### config.mk
export PLATFORM = sky130hd
export DESIGN_NAME = writeback_stage
export DESIGN_NICKNAME = d
export VERILOG_FILES = /design/src/rtl/writeback_stage.sv
export SDC_FILE = /design/constraint.sdc
export NUM_CORES = 1
export LEC_CHECK = 0
export ABC_CLOCK_PERIOD_IN_PS = 2300
export CORE_MARGIN = 2
export CORE_UTILIZATION = 39
export DETAILED_ROUTE_END_ITERATION = 7
export GPL_TIMING_DRIVEN = 1
export HOLD_SLACK_MARGIN = 0.08
export PLACE_DENSITY = 0.81
export RECOVER_POWER = 100
export SYNTH_ARGS = -nofsm -noshare
export SYNTH_HDL_FRONTEND = slang
export SYNTH_SLANG_ARGS = --single-unit
### constraint.sdc
create_clock -name clk -period 2.3 [get_ports clk]
set_input_delay 0.46 -clock clk [delete_from_list [all_inputs] [get_ports clk]]
set_output_delay 0.46 -clock clk [all_outputs]
set_load 0.01 [all_outputs]
### src/rtl/writeback_stage.sv
// writeback_stage
//   Last pipeline stage and the producing end of the register-file write port.
//   It accepts retiring instructions from MEM and waits for data memory on loads.
//   It selects the result source and drives a registered one-cycle write pulse.
//
//   Handshake: an instruction transfers on a rising clk edge where both
//   mem_valid and mem_ready are 1. mem_ready depends only on the FSM state,
//   so it never depends on mem_valid in the same cycle.
//
//   Optional feature: define WB_FWD_EN to add fwd_valid/fwd_reg/fwd_data. These
//   are registered copies of the write committed on the previous cycle.
//
// Ports
//   clk, rst_n        clock, asynchronous active-low reset
//   mem_valid/ready   MEM -> WB handshake (ready = state is IDLE)
//   mem_reg_write     instruction writes a register
//   mem_mem_to_reg    result comes from data memory (load)
//   mem_link          result is the return address (has priority over load)
//   mem_rd            destination register
//   mem_alu_result    ALU result
//   mem_pc_plus4      return address
//   dmem_rvalid/rdata load response
//   reg_write         register-file write enable, registered one-cycle pulse
//   write_reg         register-file write index, held while reg_write is 0
//   write_data        register-file write data, held while reg_write is 0
//   load_err          one-cycle pulse when a load times out
//   state_dbg         current FSM state (0 = IDLE, 1 = LOAD_WAIT)
//   fwd_valid/reg/data  (WB_FWD_EN only) previous cycle's committed write
module writeback_stage #(
  parameter int DATA_W       = 32,
  parameter int ADDR_W       = 5,
  parameter int LOAD_TIMEOUT = 15
) (
  input  logic              clk,
  input  logic              rst_n,
  input  logic              mem_valid,
  output logic              mem_ready,
  input  logic              mem_reg_write,
  input  logic              mem_mem_to_reg,
  input  logic              mem_link,
  input  logic [ADDR_W-1:0] mem_rd,
  input  logic [DATA_W-1:0] mem_alu_result,
  input  logic [DATA_W-1:0] mem_pc_plus4,
  input  logic              dmem_rvalid,
  input  logic [DATA_W-1:0] dmem_rdata,
  output logic              reg_write,
  output logic [ADDR_W-1:0] write_reg,
  output logic [DATA_W-1:0] write_data,
  output logic              load_err,
`ifdef WB_FWD_EN
  output logic              fwd_valid,
  output logic [ADDR_W-1:0] fwd_reg,
  output logic [DATA_W-1:0] fwd_data,
`endif
  output logic [0:0]        state_dbg
);

  localparam int CNT_W = (LOAD_TIMEOUT < 2) ? 1 : $clog2(LOAD_TIMEOUT + 1);

  typedef enum logic [0:0] {
    IDLE      = 1'b0,
    LOAD_WAIT = 1'b1
  } state_t;

  state_t              state;
  logic [CNT_W-1:0]    cnt;
  logic [ADDR_W-1:0]   pend_rd;
  logic                pend_we;
  logic                we;
  logic                is_load;

  // r0 is hard-wired: the instruction is consumed but never writes.
  assign we        = mem_reg_write && (mem_rd != '0);
  // Link takes priority over load, so a linking instruction never waits.
  assign is_load   = mem_mem_to_reg && !mem_link;
  assign mem_ready = (state == IDLE);
  assign state_dbg = state;

  always_ff @(posedge clk or negedge rst_n) begin
    if (!rst_n) begin
      state      <= IDLE;
      cnt        <= '0;
      pend_rd    <= '0;
      pend_we    <= 1'b0;
      reg_write  <= 1'b0;
      write_reg  <= '0;
      write_data <= '0;
      load_err   <= 1'b0;
    end else begin
      // Both outputs are pulses. They are cleared by default every cycle.
      reg_write <= 1'b0;
      load_err  <= 1'b0;
      case (state)
        IDLE: begin
          if (mem_valid) begin
            if (is_load) begin
              state   <= LOAD_WAIT;
              cnt     <= '0;
              pend_rd <= mem_rd;
              pend_we <= we;
            end else if (we) begin
              reg_write  <= 1'b1;
              write_reg  <= mem_rd;
              write_data <= mem_link ? mem_pc_plus4 : mem_alu_result;
            end
          end
        end
        LOAD_WAIT: begin
          if (dmem_rvalid) begin
            state <= IDLE;
            if (pend_we) begin
              reg_write  <= 1'b1;
              write_reg  <= pend_rd;
              write_data <= dmem_rdata;
            end
          end else if (32'(cnt) == LOAD_TIMEOUT - 1) begin
            // Last allowed waiting cycle has passed: abandon the load.
            state    <= IDLE;
            load_err <= 1'b1;
          end else begin
            cnt <= cnt + CNT_W'(1);
          end
        end
        default: state <= IDLE;
      endcase
    end
  end

`ifdef WB_FWD_EN
  always_ff @(posedge clk or negedge rst_n) begin
    if (!rst_n) begin
      fwd_valid <= 1'b0;
      fwd_reg   <= '0;
      fwd_data  <= '0;
    end else begin
      fwd_valid <= reg_write;
      if (reg_write) begin
        fwd_reg  <= write_reg;
        fwd_data <= write_data;
      end
    end
  end
`endif

endmodule

==> impl_results.md, run 1 <==
* Outcome: complete, no violations
* Syn. warnings at 0
* Final worst-path cycle share at 92.13%
* Vias in the first global route at 2,245
* RSZ-0062 raised after global routing: no
* Combinational Power Share at between 30 and 40%
* CP Launch Point: mem_rd[1]
* DR iter-0 viols at 63
* Fraction of layout instances using a drive strength above 1 at around a tenth
* DR WL/cell at roughly 14 µm
* Final Cell Area at 4340 µm²
* Drt via density at approximately 4.8
* Root Buffer: clkbuf_8
* CP Launch Type: input pin
* Commonest cells in the netlist: dfrtp_1, nand2_1, o21ai_0
* Crit path required time at between 2 and 2.5 ns
* Worst hold path class: in2async
* Pleak at ~1.9 nW
* CTS tree: done
* Max Cap Violations at 0
* Routability Congestion at slightly above 0.7
* Crit. End Element: flop
* Primary FF master, synth: dfrtp_1
* Setup CP Type: in2reg
* Post-CTS setup buffer count at 0
* Rel. slew slack at 8.308%
* # nets final at slightly above 500
* Arrival @ worst endpoint at around 2.3 ns
* Total congestion overflow at 0
* Vias after detailed routing at between 2,000 and 2,500
* Syn Std Cell Area at ~2700 µm²
* Die Y at roughly 88 µm
* Fmax at between 400 and 500 MHz
* Hold Fails Final Rpt at 0
* CTS resizes at 0
* First-pass DRT Iterations at 4
* Cts hold-fix bufs at 0
* Clk sink count at 50
* Peak supply drop at ~380 µV
* Wire length on met3 at 446 µm
* Htree depth at 2
* Cell count after synthesis at 250
* Max FO, Critical Path at 7
* Number of cell rows at 30
* EDFF count, synth at 0
* Largest net degree at the start of global routing at 38
* Distinct cells, synth at 22
* Placed inst area at around 4300 µm²
* Clock Latency Late Sink at a little under 0.3 ns
* FF+latch count, synth at 50
* Global-route usage over all layers at roughly 17%
* Crit path capture: write_reg[3]$_DFFE_PN0P_
* # DRC at 0
* Met2 wire length at around 3.5 mm
* Area of the core at between 6000 and 7000 µm²
* Cts bufs inserted at 5
* Initial antenna violation count at 0
* Switching pwr at between 0.8 and 0.9 mW
* # IOs at 149
* Area grow syn2layout at 59.13%
* FF-to-FF Start: state_dbg$_DFF_PN0_
* Tmin final at ~2.1 ns
* Setup Viol. Count Final at 0
* Measured slew at the worst slew-check pin at between 1 and 1.5 ns
* Internal power at 2.038 mW
* Syn Area/Cell at approximately 11 µm²
* Antenna Cells at 0
* Die area at roughly 7700 µm²
* First-pass GRT wire length at between 10 and 15 mm
* FFs w/ async S/R, synth at 100.0%
* Area leader, netlist: dfrtp_1
* Clk_skew at roughly 0.0055 ns
* R2r endpoint: write_data[21]$_DFFE_PN0P_
* Post-Route M1 WL at about 2.9 mm
* Switching Share at ~29%
* R2r setup slk at approximately 0.33 ns
* Sequential fraction of design power at ~44%
* Starting Density at roughly two fifths
* Power Density at approximately 660 nW/µm²
* Largest register FFs at 32
* Remaining antenna violation count after routing at 0
* Uppermost routed layer: met4
* Clock-pin slew on the worst setup and hold paths at roughly 0.08 ns
* Top area cells in the synthesized netlist: dfrtp_1, mux2i_1, mux2_4
* Clock Path Buffers at 2
* Chip Width at around 88 µm
* Routed WL at approximately 6.9 mm
* Worst r2r path cells at 5
* Tot Pwr at slightly below 3 mW
* Syn_nets at 360
* Clock power frac at around 17%
* HPWL after detailed placement at 5.516 mm
* Yosys top cell area share at between 40% and 50%
* Number of port buffers at about 150
* Final Slew Violations at 0
* Register area share after synthesis at between 40% and 50%
-- critical path: stages --
cell and delay (ns):
clkdlybuf4s50_1 0.43, or4_1 0.57, o21ai_2 0.20, o21ai_4 0.10, clkbuf_2 0.20, mux2_1 0.33
-- cell usage in the layout, fill, tap and decap left out, drive strengths merged, types with 3 or more instances in the layout --
master / netlist / routed
o21ai: 38 / 38
nand2: 50 / 50
buf: 10 / 6
dfrtp: 50 / 50
inv: 3 / 3
clkdlybuf4s50: 0 / 105
mux2: 42 / 42
mux2i: 32 / 32
dlygate4sd3: 0 / 41
nand3: 6 / 6
clkbuf: 6 / 12
-- layout make-up --
class,instances,area [µm²]
clock buffer,8,80.08
fill,591,2454
inverter,3,11.26
multi-input combinational,181,1316
sequential,50,1252
tap,96,120.1
timing repair buffer,156,1560
-- how the worst min path moves through the flow --
stage | startpoint | to | cells after the start
after global placement | pend_rd[0]$_DFFE_PN0P_ | pend_rd[0]$_DFFE_PN0P_ | 2
final | rst_n | write_data[11]$_DFFE_PN0P_ | 1
after CTS | rst_n | write_data[11]$_DFFE_PN0P_ | 1
after global routing | pend_rd[3]$_DFFE_PN0P_ | pend_rd[3]$_DFFE_PN0P_ | 2
after detailed placement | pend_rd[3]$_DFFE_PN0P_ | pend_rd[3]$_DFFE_PN0P_ | 2
after floorplan | rst_n | cnt[0]$_DFFE_PN0P_ | 0
-- stage by stage --
step	hold WS [ns]	util (%)	setup slack, ns	setup TNS (ns)	std cells
global placement	0.4541	64.01	-0.03860	-0.8030	486
CTS	0.1740	65.19	0.2279	0	494
finish	0.4547	63.89	0.1809	0	494
global route	0.5002	63.89	0.1115	0	494
floorplan	0.1644	-	0.3991	0	250
detailed placement	0.4646	64.01	-0.07334	-2.047	486
-- metal layers --
layer	track usage (%)	vias up
met2	31.06	77
met5	0	-
met4	4.615	0
li1	-	1164
met1	20.54	1115
met3	3.770	5
-- power by group through the flow --
stage	combinational, mW	sequential [mW]	clock (mW)
after floorplan	0.460	1.38	0
after global placement	1.30	1.29	0
after detailed placement	1.33	1.29	0
after CTS	1.34	1.28	0.502
after global routing	1.23	1.30	0.534
final	1.14	1.26	0.482
-- kinds of logic after synthesis --
group                      after synthesis  share of synthesized area, %
AOI/OAI and AO/OA                       38                         7.248
adders and majority gates                2                        0.9173
muxes                                   74                         31.70
and+or+nand+nor                         65                         9.954
xor gates and xnor gates                 2                        0.6423
DFF                                     50                         45.87
buffers and inverters                   19                         3.670
Note: power is estimated with default switching activity, not from simulation.
==> run 2, diff against run 1 <==
--- a/config.mk
+++ b/config.mk
@@ -6,6 +6,7 @@
 export NUM_CORES = 1
 export LEC_CHECK = 0
 export ABC_CLOCK_PERIOD_IN_PS = 2300
+export CORE_ASPECT_RATIO = 0.6
 export CORE_MARGIN = 2
 export CORE_UTILIZATION = 39
 export DETAILED_ROUTE_END_ITERATION = 7
@@ -13,6 +14,8 @@
 export HOLD_SLACK_MARGIN = 0.08
 export PLACE_DENSITY = 0.81
 export RECOVER_POWER = 100
+export SLEW_MARGIN = 10
 export SYNTH_ARGS = -nofsm -noshare
 export SYNTH_HDL_FRONTEND = slang
 export SYNTH_SLANG_ARGS = --single-unit
+export TNS_END_PERCENT = 20
==> run 2 against run 1 <==
  * Clock power increased by 50%
  * Design area increased by 1.8%
  * Non-clock buffer count up 4
  * Final cell count decreased by 1.0%
  * Sequential power barely moved
  * Clock skew increased by 0.0017 ns
  * Highest routed layer unchanged
  * Wire length up 7.6%
  * Via count increased by 1.3%
  * Hold slack worse by 0.013 ns
  * Largest cell class unchanged
==> impl_results.md, run 2 (synthesis results as in run 1) <==
* Setup TNS at 0 ns (unchanged)
* Most common cell after layout, fill and taps aside: clkdlybuf4s50_1
* Worst hold path class: in2async
* Max FO, Critical Path at 13 (+6)
* Measured slew at the worst slew-check pin at 1.311 ns (-0.06390 ns)
* Internal power at 2.233 mW (+9.6%)
* Sequential fraction of design power at 40.3% (-3.5 points)
* Vias in the first global route at 2,460 (+9.6%)
* Area grow syn2layout at 62.06%
* Total congestion overflow at 0 (unchanged)
* Number of cell rows at 23 (-23%)
* RSZ-0062 raised after global routing: no
* Fmax at 467.2 MHz (-1.0%)
* Setup Viol. Count Final at 0 (unchanged)
* Starting Density at 40.51% (+0.36 points)
* Switching Share at 29.14% (-0.11 points)
* First-pass DRT Iterations at 4 (unchanged)
* Drt via density at 4.890 (+2.3%)
* Hold Fails Final Rpt at 0 (unchanged)
* DR iter-0 viols at 64 (+1.6%)
* Initial antenna violation count at 0 (unchanged)
* Htree depth at 2 (unchanged)
* CTS resizes at 0 (unchanged)
* HPWL after detailed placement at 6.040 mm (+9.5%)
* Clock Latency Late Sink at 0.28 ns (about the same)
* Global-route usage over all layers at 19.42% (+2.3 points)
* Fraction of layout instances using a drive strength above 1 at 11.94% (+1.6 points)
* # nets final at 511 (+0.79%)
* Crit. End Element: flop
* Clock-pin slew on the worst setup and hold paths at 0.07 ns (about the same)
* Clk_skew at 0.007140 ns (+0.001668 ns)
* Pleak at 1.911 nW (+2.5%)
* Area of the core at 6734 µm² (-0.88%)
* Routability Congestion at 0.7799 (+9.6%)
* Final Cell Area at 4420 µm² (+1.8%)
* Remaining antenna violation count after routing at 0 (unchanged)
* Largest register FFs at 32 (unchanged)
* Commonest non-fill, non-tap cells in the layout: clkdlybuf4s50_1, nand2_1, dfrtp_1
* Filler Cells Inserted at 538 (-9.0%)
* Tmin final at 2.141 ns (+0.02153 ns)
* Die area at 7701 µm² (+0.29%)
* Root Buffer: clkbuf_16
* Chip Width at 112.0 µm (+28%)
* Final worst-path cycle share at 93.07% (+0.94 points)
* Switching pwr at 0.9186 mW (+9.0%)
* Outcome: complete, no violations
* Final core occ at 65.64% (+1.8 points)
* Tot Pwr at 3.152 mW (+9.4%)
* Clk sink count at 50 (unchanged)
* R2r endpoint: write_data[29]$_DFFE_PN0P_
* Final Slew Violations at 0 (unchanged)
* Clock power frac at 23.0% (+6.3 points)
* # IOs at 149 (unchanged)
* Rel. slew slack at 12.57% (+4.3 points)
* Setup CP Type: in2reg
* Number of port buffers at 148 (unchanged)
* Clock Path Buffers at 2 (unchanged)
* Antenna Cells at 0 (unchanged)
* R2r setup slk at 0.37 ns (+0.04 ns)
* Cts hold-fix bufs at 0 (unchanged)
* Arrival @ worst endpoint at 2.30 ns (about the same)
* Peak supply drop at 373.4 µV (-1.6%)
* # DRC at 0 (unchanged)
* DR WL/cell at 15.30 µm (+8.7%)
* Largest net degree at the start of global routing at 41 (+7.9%)
* Cts bufs inserted at 5 (unchanged)
* Combinational Power Share at 36.7% (-2.8 points)
* CTS tree: done
* Die Y at 68.78 µm (-22%)
* Power Density at 713.0 nW/µm² (+7.4%)
* Max Cap Violations at 0 (unchanged)
* Crit path required time at 2.46 ns (-0.02 ns)
* Worst r2r path cells at 5 (unchanged)
* Post-CTS setup buffer count at 0 (unchanged)
* Placed inst area at 4368 µm² (+0.43%)
* Vias after detailed routing at 2,391 (+1.3%)
* CP Launch Type: input pin
* FF-to-FF Start: state_dbg$_DFF_PN0_
* Routed WL at 7.480 mm (+7.6%)
* First-pass GRT wire length at 11.90 mm (+15%)
## run 2: cell type report
cell class | instances | area [µm²] | area share (%)
sequential | 50 | 1252 | 28.33
multi-input combinational | 181 | 1309 | 29.61
tap | 87 | 108.9 | 2.462
clock buffer | 5 | 125.1 | 2.830
timing repair buffer | 160 | 1593 | 36.03
inverter | 3 | 11.26 | 0.2547
clock inverter | 3 | 21.27 | 0.4812
## run 2: metal layers
metal / up-vias / GRT usage [%] / share of wire (%)
li1: 1174 / - / -
met2: 101 / 33.56 / 45
met3: 13 / 7.867 / 11
met1: 1103 / 23.20 / 42
met5: - / 0 / 0
met4: 0 / 5.030 / 2.0
## run 2: worst max-delay path by stage
stage                    from  slack, ns                          to
floorplan           mem_rd[1]       0.40   write_data[0]$_DFFE_PN0P_
global placement    mem_rd[1]      -0.08  write_data[16]$_DFFE_PN0P_
detailed placement  mem_rd[1]      -0.11   write_data[7]$_DFFE_PN0P_
CTS                 mem_rd[1]       0.19   write_data[7]$_DFFE_PN0P_
global route            rst_n       0.11         state_dbg$_DFF_PN0_
finish              mem_rd[1]       0.16   write_data[7]$_DFFE_PN0P_
## run 2: worst max-delay path, cell delays in order
cell             delay [ns]
clkdlybuf4s50_1        0.43
or4_1                  0.59
o21ai_2                0.18
o21ai_2                0.14
buf_12                 0.19
mux2_1                 0.32
## run 2: power by group through the flow
stage,clock [mW],combinational [mW],sequential (mW)
5_1_grt,0.773,1.25,1.31
3_3_place_gp,0,1.31,1.30
4_1_cts,0.743,1.36,1.29
3_5_place_dp,0,1.35,1.30
2_1_floorplan,0,0.460,1.38
6_report,0.725,1.16,1.27
## run 2: through the flow
step	hold WS, ns	std cells	setup slack [ns]
after floorplan	0.1644	250	0.3991
final	0.4420	489	0.1594
after global placement	0.4533	481	-0.07680
after CTS	0.1803	489	0.1881
after detailed placement	0.4653	481	-0.1096
after global routing	0.4994	489	0.1085
==> run 3, diff against run 2 <==
--- a/config.mk
+++ b/config.mk
@@ -8,12 +8,10 @@
 export ABC_CLOCK_PERIOD_IN_PS = 2300
 export CORE_ASPECT_RATIO = 0.6
 export CORE_MARGIN = 2
-export CORE_UTILIZATION = 39
+export CORE_UTILIZATION = 30
 export DETAILED_ROUTE_END_ITERATION = 7
 export GPL_TIMING_DRIVEN = 1
 export HOLD_SLACK_MARGIN = 0.08
-export PLACE_DENSITY = 0.81
-export RECOVER_POWER = 100
 export SLEW_MARGIN = 10
 export SYNTH_ARGS = -nofsm -noshare
 export SYNTH_HDL_FRONTEND = slang
==> constraint.sdc (replaced) <==
create_clock -name clk -period 2.3 [get_ports clk]
set_input_delay 0.345 -clock clk [delete_from_list [all_inputs] [get_ports clk]]
set_output_delay 0.345 -clock clk [all_outputs]
set_load 0.01 [all_outputs]
==> run 3 against run 2 <==
  * Non-clock buffer count fell by 1
  * Sequential power barely moved
  * Combinational power rose by 15%
  * Total power rose by 5.0%
  * Setup slack improved by 0.13 ns
  * Sequential share of layout area fell by 0.53 points
  * Clock power fell by 3.9%
  * Wire length rose by 1.1%
  * Maximum frequency rose by 6.2%
  * Hold slack got worse by 0.057 ns
  * Count of clock-buffer cells in the layout did not move
  * Register-to-register slack improved by 0.25 ns
==> impl_results.md, run 3 (synthesis results as in run 1) <==
* Htree depth at 2 (unchanged)
* DR iter-0 viols at 39 (-39%)
* RSZ-0062 raised after global routing: no
* Final Cell Area at 4504 µm² (+1.9%)
* Worst hold path class: in2async
* CTS resizes at 0 (unchanged)
* Most common cell after layout, fill and taps aside: clkdlybuf4s50_1
* Crit. End Element: flop
* Commonest non-fill, non-tap cells in the layout: clkdlybuf4s50_1, nand2_1, dfrtp_1
* First-pass DRT Iterations at 4 (unchanged)
* Final Slew Violations at 0 (unchanged)
* Final worst-path cycle share at 87.60% (-5.5 points)
* R2r setup slk at 0.62 ns (+0.25 ns)
* Clock Path Buffers at 2 (unchanged)
* Post-CTS setup buffer count at 0 (unchanged)
* Remaining antenna violation count after routing at 0 (unchanged)
* Arrival @ worst endpoint at 2.18 ns (-0.12 ns)
* Vias in the first global route at 2,408 (-2.1%)
* Global-route usage over all layers at 15.33% (-4.1 points)
* Setup Viol. Count Final at 0 (unchanged)
* Tmin final at 2.015 ns (-0.1259 ns)
* Area of the core at 8653 µm² (+29%)
* Outcome: complete, no violations
* Die Y at 77.86 µm (+13%)
* Largest net degree at the start of global routing at 39 (-4.9%)
* Hold_ws at 0.3849 ns (-0.05707 ns)
* Clock Latency Late Sink at 0.29 ns (about the same)
* Worst r2r path cells at 5 (unchanged)
* Crit path required time at 2.46 ns (about the same)
* DR WL/cell at 14.77 µm (-3.5%)
* Chip Width at 127.1 µm (+14%)
* Hold Fails Final Rpt at 0 (unchanged)
* CP Launch Point: mem_rd[3]
* CTS tree: done
* Number of cell rows at 26 (+13%)
* Crit path capture: write_reg[3]$_DFFE_PN0P_
* Max Cap Violations at 0 (unchanged)
* Routability Congestion at 0.7747 (-0.67%)
* R2r endpoint: write_data[26]$_DFFE_PN0P_
* Antenna Cells at 0 (unchanged)
* HPWL after detailed placement at 5.888 mm (-2.5%)
* Clock-pin slew on the worst setup and hold paths at 0.07 ns (about the same)
* Vias after detailed routing at 2,334 (-2.4%)
* Inst Count DP at 504 (+4.8%)
* Placed inst area at 4359 µm² (-0.20%)
* Pleak at 1.931 nW (+1.1%)
* Clk_skew at 0.009206 ns (+0.002066 ns)
* Peak supply drop at 310.1 µV (-17%)
* Final core occ at 52.05% (-14 points)
* Power Density at 734.6 nW/µm² (+3.0%)
* Routed WL at 7.560 mm (+1.1%)
* # IOs at 149 (unchanged)
* Fmax at 496.4 MHz (+6.2%)
* Clk sink count at 50 (unchanged)
* Measured slew at the worst slew-check pin at 0.3895 ns (-0.9220 ns)
* Die area at 9896 µm² (+29%)
* Total congestion overflow at 0 (unchanged)
* # nets final at 510 (-0.20%)
* # DRC at 0 (unchanged)
* Drt via density at 4.559 (-6.8%)
* Number of port buffers at 148 (unchanged)
* Area grow syn2layout at 65.14%
* FF-to-FF Start: state_dbg$_DFF_PN0_
* Fraction of layout instances using a drive strength above 1 at 16.00% (+4.1 points)
* Starting Density at 31.52% (-9.0 points)
* CP Launch Type: input pin
* Largest register FFs at 32 (unchanged)
* Initial antenna violation count at 0 (unchanged)
* Max FO, Critical Path at 20 (+7)
* First-pass GRT wire length at 12.12 mm (+1.9%)
* Root Buffer: clkbuf_16
* Rel. slew slack at 73.95% (+61 points)
* Layout Cells excl Fill at 512 (+4.7%)
* Cts bufs inserted at 5 (unchanged)
* Setup CP Type: in2reg
[run 3: layout make-up]
cell class | count | area [µm²]
clock buffers | 5 | 125.1
clock inverters | 2 | 10.01
fillers | 789 | 4149
inverters | 3 | 11.26
multi-input cells | 181 | 1384
flip-flops and latches | 50 | 1252
well taps | 112 | 140.1
repair buffers | 159 | 1582
[run 3: worst min-delay path by stage]
stage	startpoint	end	slack [ns]	cells past startpoint
floorplan	rst_n	cnt[0]$_DFFE_PN0P_	0.05	0
global placement	rst_n	write_data[10]$_DFFE_PN0P_	0.14	1
detailed placement	rst_n	write_data[10]$_DFFE_PN0P_	0.14	1
CTS	rst_n	write_data[10]$_DFFE_PN0P_	0.39	2
global route	rst_n	write_data[10]$_DFFE_PN0P_	0.39	2
finish	rst_n	write_data[10]$_DFFE_PN0P_	0.38	2
[run 3: power breakdown]
group          internal [mW]  total [mW]  switching, mW
combinational          0.860        1.33          0.470
sequential              1.14        1.28          0.146
clock                  0.393       0.697          0.304
total                   2.39        3.31          0.920
[run 3: what timing repair did]
item	in CTS	in global routing
endpoints found under the setup margin	0	0
hold buffers	1	0
hold endpoints to repair	19	0
[run 3: metrics by stage]
step / setup TNS (ns) / setup slack (ns) / total power [mW]
final: 0 / 0.2853 / 3.309
after global routing: 0 / 0.2210 / 3.505
after global placement: 0 / 0.04111 / 2.627
after detailed placement: -0.01286 / -0.007588 / 2.638
after CTS: 0 / 0.2940 / 3.360
after floorplan: 0 / 0.5141 / 1.845
[run 3: worst max-delay path, stage by stage]
cell and delay (ns):
clkdlybuf4s50_1 0.45, or4_1 0.58, o21ai_2 0.22, o21ai_4 0.10, buf_12 0.18, mux2_4 0.30
[run 3: routing by layer]
metal | wire length, µm | up-vias | track usage [%]
met5 | 0 | - | 0
met3 | 793 | 4 | 5.931
met1 | 3588 | 1061 | 20.37
met2 | 3150 | 101 | 24.25
met4 | 28 | 0 | 2.308
li1 | - | 1168 | -
